<file path="src/rtl/serial_subtractor.sv">
// Multi-cycle subtractor: computes a - b - bin one SLICE_W-bit slice per clock,
// LSB slice first, with the inter-slice carry held in a 1-bit register.
module serial_subtractor #(
    parameter int WIDTH   = 32,
    parameter int SLICE_W = 8
) (
    input  logic             clk,
    input  logic             rst,
    input  logic             start,
    input  logic [WIDTH-1:0] a,
    input  logic [WIDTH-1:0] b,
    input  logic             bin,
    output logic [WIDTH-1:0] diff,
    output logic             bout,
    output logic             overflow,
    output logic             busy,
    output logic             done
);

    localparam int N     = WIDTH / SLICE_W;
    localparam int CNT_W = (N > 1) ? $clog2(N) : 1;
    localparam logic [CNT_W-1:0] LAST = CNT_W'(N - 1);

    typedef enum logic [1:0] {
        IDLE,
        CALC,
        DONE
    } state_t;

    state_t state, state_next;

    logic [CNT_W-1:0] cnt;
    logic             carry;
    logic [WIDTH-1:0] a_q;
    logic [WIDTH-1:0] b_q;
    logic [WIDTH-1:0] acc;
    logic [WIDTH-1:0] acc_next;
    logic [SLICE_W:0] slice_sum;
    logic             last_slice;
    int               slice_base;

    assign last_slice = (cnt == LAST);

    // Subtraction as a + ~b + carry; the top bit of slice_sum is the carry into the next slice.
    always_comb begin
        slice_base = int'(cnt) * SLICE_W;
        slice_sum  = {1'b0, a_q[slice_base +: SLICE_W]}
                   + {1'b0, ~b_q[slice_base +: SLICE_W]}
                   + {{SLICE_W{1'b0}}, carry};
        acc_next   = acc;
        acc_next[slice_base +: SLICE_W] = slice_sum[SLICE_W-1:0];
    end

    always_ff @(posedge clk) begin
        if (rst) begin
            state <= IDLE;
        end else begin
            state <= state_next;
        end
    end

    always_comb begin
        state_next = state;
        case (state)
            IDLE:    state_next = start ? CALC : IDLE;
            CALC:    state_next = last_slice ? DONE : CALC;
            DONE:    state_next = start ? CALC : IDLE;
            default: state_next = IDLE;
        endcase
    end

    always_comb begin
        busy = 1'b0;
        done = 1'b0;
        case (state)
            CALC:    busy = 1'b1;
            DONE:    done = 1'b1;
            default: begin
                busy = 1'b0;
                done = 1'b0;
            end
        endcase
    end

    // Results are only published on the final slice edge so diff never shows partial values.
    always_ff @(posedge clk) begin
        if (rst) begin
            cnt      <= '0;
            carry    <= 1'b0;
            a_q      <= '0;
            b_q      <= '0;
            acc      <= '0;
            diff     <= '0;
            bout     <= 1'b0;
            overflow <= 1'b0;
        end else begin
            case (state)
                IDLE, DONE: begin
                    if (start) begin
                        a_q   <= a;
                        b_q   <= b;
                        carry <= ~bin;
                        cnt   <= '0;
                        acc   <= '0;
                    end
                end
                CALC: begin
                    acc   <= acc_next;
                    carry <= slice_sum[SLICE_W];
                    cnt   <= cnt + 1'b1;
                    if (last_slice) begin
                        diff     <= acc_next;
                        bout     <= ~slice_sum[SLICE_W];
                        overflow <= (a_q[WIDTH-1] != b_q[WIDTH-1]) &&
                                    (slice_sum[SLICE_W-1] != a_q[WIDTH-1]);
                    end
                end
                default: begin
                    cnt <= '0;
                end
            endcase
        end
    end

endmodule

</file>
<file path="config.mk">
export PLATFORM = sky130hd
export DESIGN_NAME = serial_subtractor
export DESIGN_NICKNAME = d
export VERILOG_FILES = /design/src/rtl/serial_subtractor.sv
export SDC_FILE = /design/constraint.sdc
export NUM_CORES = 1
export LEC_CHECK = 0
export ABC_AREA = 1
export ABC_CLOCK_PERIOD_IN_PS = 4000
export CELL_PAD_IN_SITES_DETAIL_PLACEMENT = 1
export CELL_PAD_IN_SITES_GLOBAL_PLACEMENT = 2
export CORE_MARGIN = 2
export CORE_UTILIZATION = 30
export CTS_CLUSTER_DIAMETER = 80
export DETAILED_ROUTE_END_ITERATION = 7
export PLACE_DENSITY = 0.8
export SYNTH_ARGS = -nofsm -noshare
export SYNTH_HDL_FRONTEND = slang
export SYNTH_SLANG_ARGS = --single-unit
</file>
<file path="constraint.sdc">
create_clock -name clk -period 4 [get_ports clk]
set_clock_uncertainty 0.15 [all_clocks]
set_input_delay 0.4 -clock clk [delete_from_list [all_inputs] [get_ports clk]]
set_output_delay 0.4 -clock clk [all_outputs]
set_load 0.005 [all_outputs]
</file>
# == After elaboration in Yosys (flattened, before gate mapping) ==
# Index checks and enable logic that the tools add are counted.
# op_classes
muxes,12
n_reduce_logical,7
eq_ne,6
n_addsub,4
n_bitwise,3
n_shift,4
# op_table
cell,count
one-hot mux 32 bit (2 select lines),1
indexed part select 32 x 6 -> 8 bit,2
negation 5 -> 33 bit,1
"variable shift 8 x 33 -> 32 bit, first input constant",1
indexed part select 8 x 33 -> 32 bit,1
bitwise mux 32 bit,1
two-way mux 32 bit,1
adder 8 x 8 -> 9 bit,1
adder 9 x 1 -> 9 bit,1
inverter 8 bit,1
one-hot mux 2 bit (2 select lines),2
AND reduction 2 bit,3
"== test 2 bit, second input constant",2
two-way mux 1 bit,4
two-way mux 2 bit,2
"adder 2 x 1 -> 2 bit, second input constant",1
"== test 2 x 1 -> 1 bit, second input constant",1
logical NOT 2 bit,1
!= test 1 bit,2
"!= test 2 x 1 -> 1 bit, second input constant",1
inverter 1 bit,2
one-hot mux 1 bit (2 select lines),1
nonzero test 2 bit,1
OR reduction 2 bit,1
logical AND 1 bit,1
# word_totals
wordCells,45
in_bits,68
output_inout_bits,36
regBits,135

# == Depth between registers and ports, before layout ==
# depth
ltp_word,7
ltp_mapped,19
ltp_nobuf,17

# == Worst setup path before layout ==
# Ideal clock, no wire load.
# synth_path
path_kind,reg-to-reg
startpoint,register cnt[0]
endpoint,register acc[25]
arrival_time_ns,2.593
path_slack_ns,1.129
stages_incl_launch_ff,13
period_less_slack_ns,2.871
cell_sequence,dfxtp_1 -> buf_2 -> buf_1 -> nand2_1 -> a32o_1 -> fa_1 -> inv_1 -> fa_1 -> nand2_1 -> nor2_1 -> a22oi_1 -> a2bb2oi_1 -> nor2_1
# synth_between
elab_chain_cells,7
# synth_rtl
item,line_no,rtl
"start, declared",32,logic [CNT_W-1:0] cnt;
"start signal, assigned",110,cnt <= cnt + 1'b1;
indexed part select 32 x 6 -> 8 bit,48,"+ {1'b0, ~b_q[slice_base +: SLICE_W]}"
inverter 8 bit,48,
adder 8 x 8 -> 9 bit,48,
adder 9 x 1 -> 9 bit,49,"+ {{SLICE_W{1'b0}}, carry};"
indexed part select 8 x 33 -> 32 bit,51,acc_next[slice_base +: SLICE_W] = slice_sum[SLICE_W-1:0];
bitwise mux 32 bit *,51,
one-hot mux 32 bit (2 select lines) *,97,case (state)
"end signal, assigned",108,acc <= acc_next;
"end, declared",36,logic [WIDTH-1:0] acc;
# Mark *: on every way between the ends. The rest lies on a longest branch, timed or not.
# A chain may end at the register's enable or synchronous reset.

# == Final worst setup path ==
# layout_path
startpoint,register cnt[0]
endpoint,register acc[10]
# The elaborated chain is that of the path after synthesis.

==> impl_metrics.tcl <==
set metrics [dict create \
    status "finished clean" \
    routed_via_density 4.769 \
    tightest_slew_ps 1064 \
    drt_iter0_drc 301 \
    hold_buffers 0 \
    crit_required_ps 4210 \
    syn_to_final_growth_pct 30.67 \
    syn_inst 818 \
    rows 51 \
    rsz0062_at_grt "false" \
    drive_gt1_share_pct 6.689 \
    clkLatencyLatePin_ps 430 \
    n_antenna_cell 0 \
    final.setup.tns_ps 0 \
    clock_sinks 135 \
    synth_area_leader_cell "dfxtp_1" \
    fp.dieH_um 144.8 \
    critPathMaxFanout 44 \
    final_util_pct 39.94 \
    syn_area_um2 5948 \
    max_freq_ghz 0.3243 \
    ant_nets 0 \
    dr.pass1.iters 4 \
    cts.htree.levels 4 \
    drv_cap 0 \
    cts_root_buf "clkbuf_16" \
    grt_pass1_wl_um 29660 \
    arrival_ps 3290 \
    min_path_cells 2 \
    floorplan.initialDensity_pct 30.56 \
    fin_crit_ps 3084 \
    relSlewSlack_pct 28.98 \
    synth_flop_cell "dfxtp_1" \
    power.density_nw_per_um2 473.2 \
    grt_max_degree 64 \
    chipWidth_um 144.8 \
    async_flop_share_pct 0 \
    die_area_um2 20970 \
    grt_antenna_before_repair 0 \
    port_buffers 103 \
    path_class "flip-flop to flip-flop" \
    grt_overflow 0 \
    reg2reg_depth 13 \
    cts_setup_buffers 0 \
    finalHoldViolCount 0 \
    grt_pass1_vias 5643 \
    gp_congestion 0.7887 \
    start_kind "flip-flop" \
    synth_common_cells "nand2_1 (167), nor2_1 (167), dfxtp_1 (135)" \
    clk_pin_slew_ps 60 \
    grt_usage_pct 18.50 \
    cts_resized 0 \
    cts-buffers-inserted 17 \
    netlist.area_leader.share_pct 45.44 \
    synth_enable_flop_cells 0 \
    fin_crit_sh_pct 77.09 \
    finalWirelength_um 18460 \
    ys_ff_latch 135 \
    finalMaxSlewViolations 0 \
    cts_tree "built" \
    num-nets-final 982 \
    place_hpwl_um 13000 \
    drc 0 \
    io_pins 104 \
    p_leak_uw 0.003122 \
    ctsLongestPathBuffers 2 \
    hp-class "flip-flop to flip-flop" \
    ir_worst_vdd_mv 0.3000 \
    yosys-top-cells-area "dfxtp_1 (45%), nand2_1 (11%), nor2_1 (11%), o21ai_0 (7.0%), a21oi_1 (3.4%)" \
    ys_warn_count 0 \
    vias 5613 \
    critPathCaptureType "flip-flop" \
    avgSynthCellArea_um2 7.272 \
    setup-violations-final 0 \
    core_area_um2 19460 \
    ys_types 36 \
    detail_route.wl_per_cell_um 15.68 \
    fin_hold_ws_ps 317.0 \
    yosysSeqAreaShare_pct 45.44 \
    syn_nets 901 \
]
## cell usage in the layout, fill, tap and decap left out, drive strengths merged
cell and instances:
a211oi 1, a21oi 41, a22o 2, a22oi 8, a2bb2oi 10, a31oi 6, a32o 7, buf 8
bufinv 2, clkbuf 20, clkdlybuf4s50 103, clkinv 6, clkinvlp 5, dfxtp 135, fa 2, ha 13
inv 37, nand2 168, nand3 37, nand4 6, nor2 171, nor3 1, o211ai 1, o21a 1
o21ai 106, o21bai 1, o22ai 9, or2 2, xnor2 1, xor2 2
## stage by stage
step | power [uW] | instance area (um^2) | setup WS (ps) | cells
final | 3678 | 7772 | 916.4 | 1177
after global routing | 3861 | 7772 | 626.2 | 1177
after CTS | 3720 | 7772 | 927.1 | 1177
after detailed placement | 2147 | 7179 | 944.9 | 1145
after global placement | 2140 | 7179 | 988.7 | 1145
after floorplan | 1904 | 5948 | 1129 | 818
## critical path, stage by stage, from the launching register on
cell	delay [ps]
dfxtp_1	310
inv_1	50
buf_4	390
nand2_1	100
a32o_1	250
fa_1	380
inv_1	90
fa_1	210
xor2_1	320
nand2_1	120
nor2_1	220
a22oi_1	140
a2bb2oi_1	160
nor2_1	110
## path summary, 6_finish.rpt
path	from	end	slack, ps
setup / recovery	cnt[0]	acc[10]	920
hold / removal	acc[21]	acc[21]	320
setup reg to reg	cnt[0]	acc[10]	920
hold reg to reg	acc[21]	acc[21]	320
## metal layers
metal / up-vias / GRT usage, % / wire [um]
li1: 2865 / - / -
met1: 2615 / 25.18 / 9263
met2: 108 / 29.44 / 8241
met3: 25 / 3.817 / 609
met4: 0 / 5.774 / 340
met5: - / 0 / 0
## report_power, final
| group | switching, uW | internal, uW | leakage, uW | total (uW) |
|---|---|---|---|---|
| clock network | 604 | 962 | 0.000280 | 1570 |
| registers | 40.7 | 1410 | 0.00110 | 1450 |
| logic | 414 | 246 | 0.00174 | 660 |
| total | 1060 | 2620 | 0.00312 | 3680 |
## sequential cells by signal (all words and copies together) (netlist names)
register and cells:
diff 32, a_q 32, state 2, overflow 1, b_q 32, bout 1, acc 32, cnt 2
carry 1
## cell type report
type	count	area (um^2)
fillers	2402	11690
flip-flops and latches	135	2703
inverters	38	145.1
clock inverters	12	126.4
multi-input cells	596	2897
repair buffers	111	1104
clock buffers	20	466.7
well taps	265	331.6
## logic make-up (layout without fill, tap and decap cells)
kind of cell               count (synthesis)  in the layout  synth area share [%]
AOI/OAI and AO/OA                        193            193                 18.41
xor gates and xnor gates                   3              3                0.5681
adders and majority gates                 15             15                 3.408
buffers and inverters                     87            181                 5.911
DFF                                      135            135                 45.44
and+or+nand+nor                          385            385                 26.27
No activity file was read; power rests on OpenSTA's default activity.
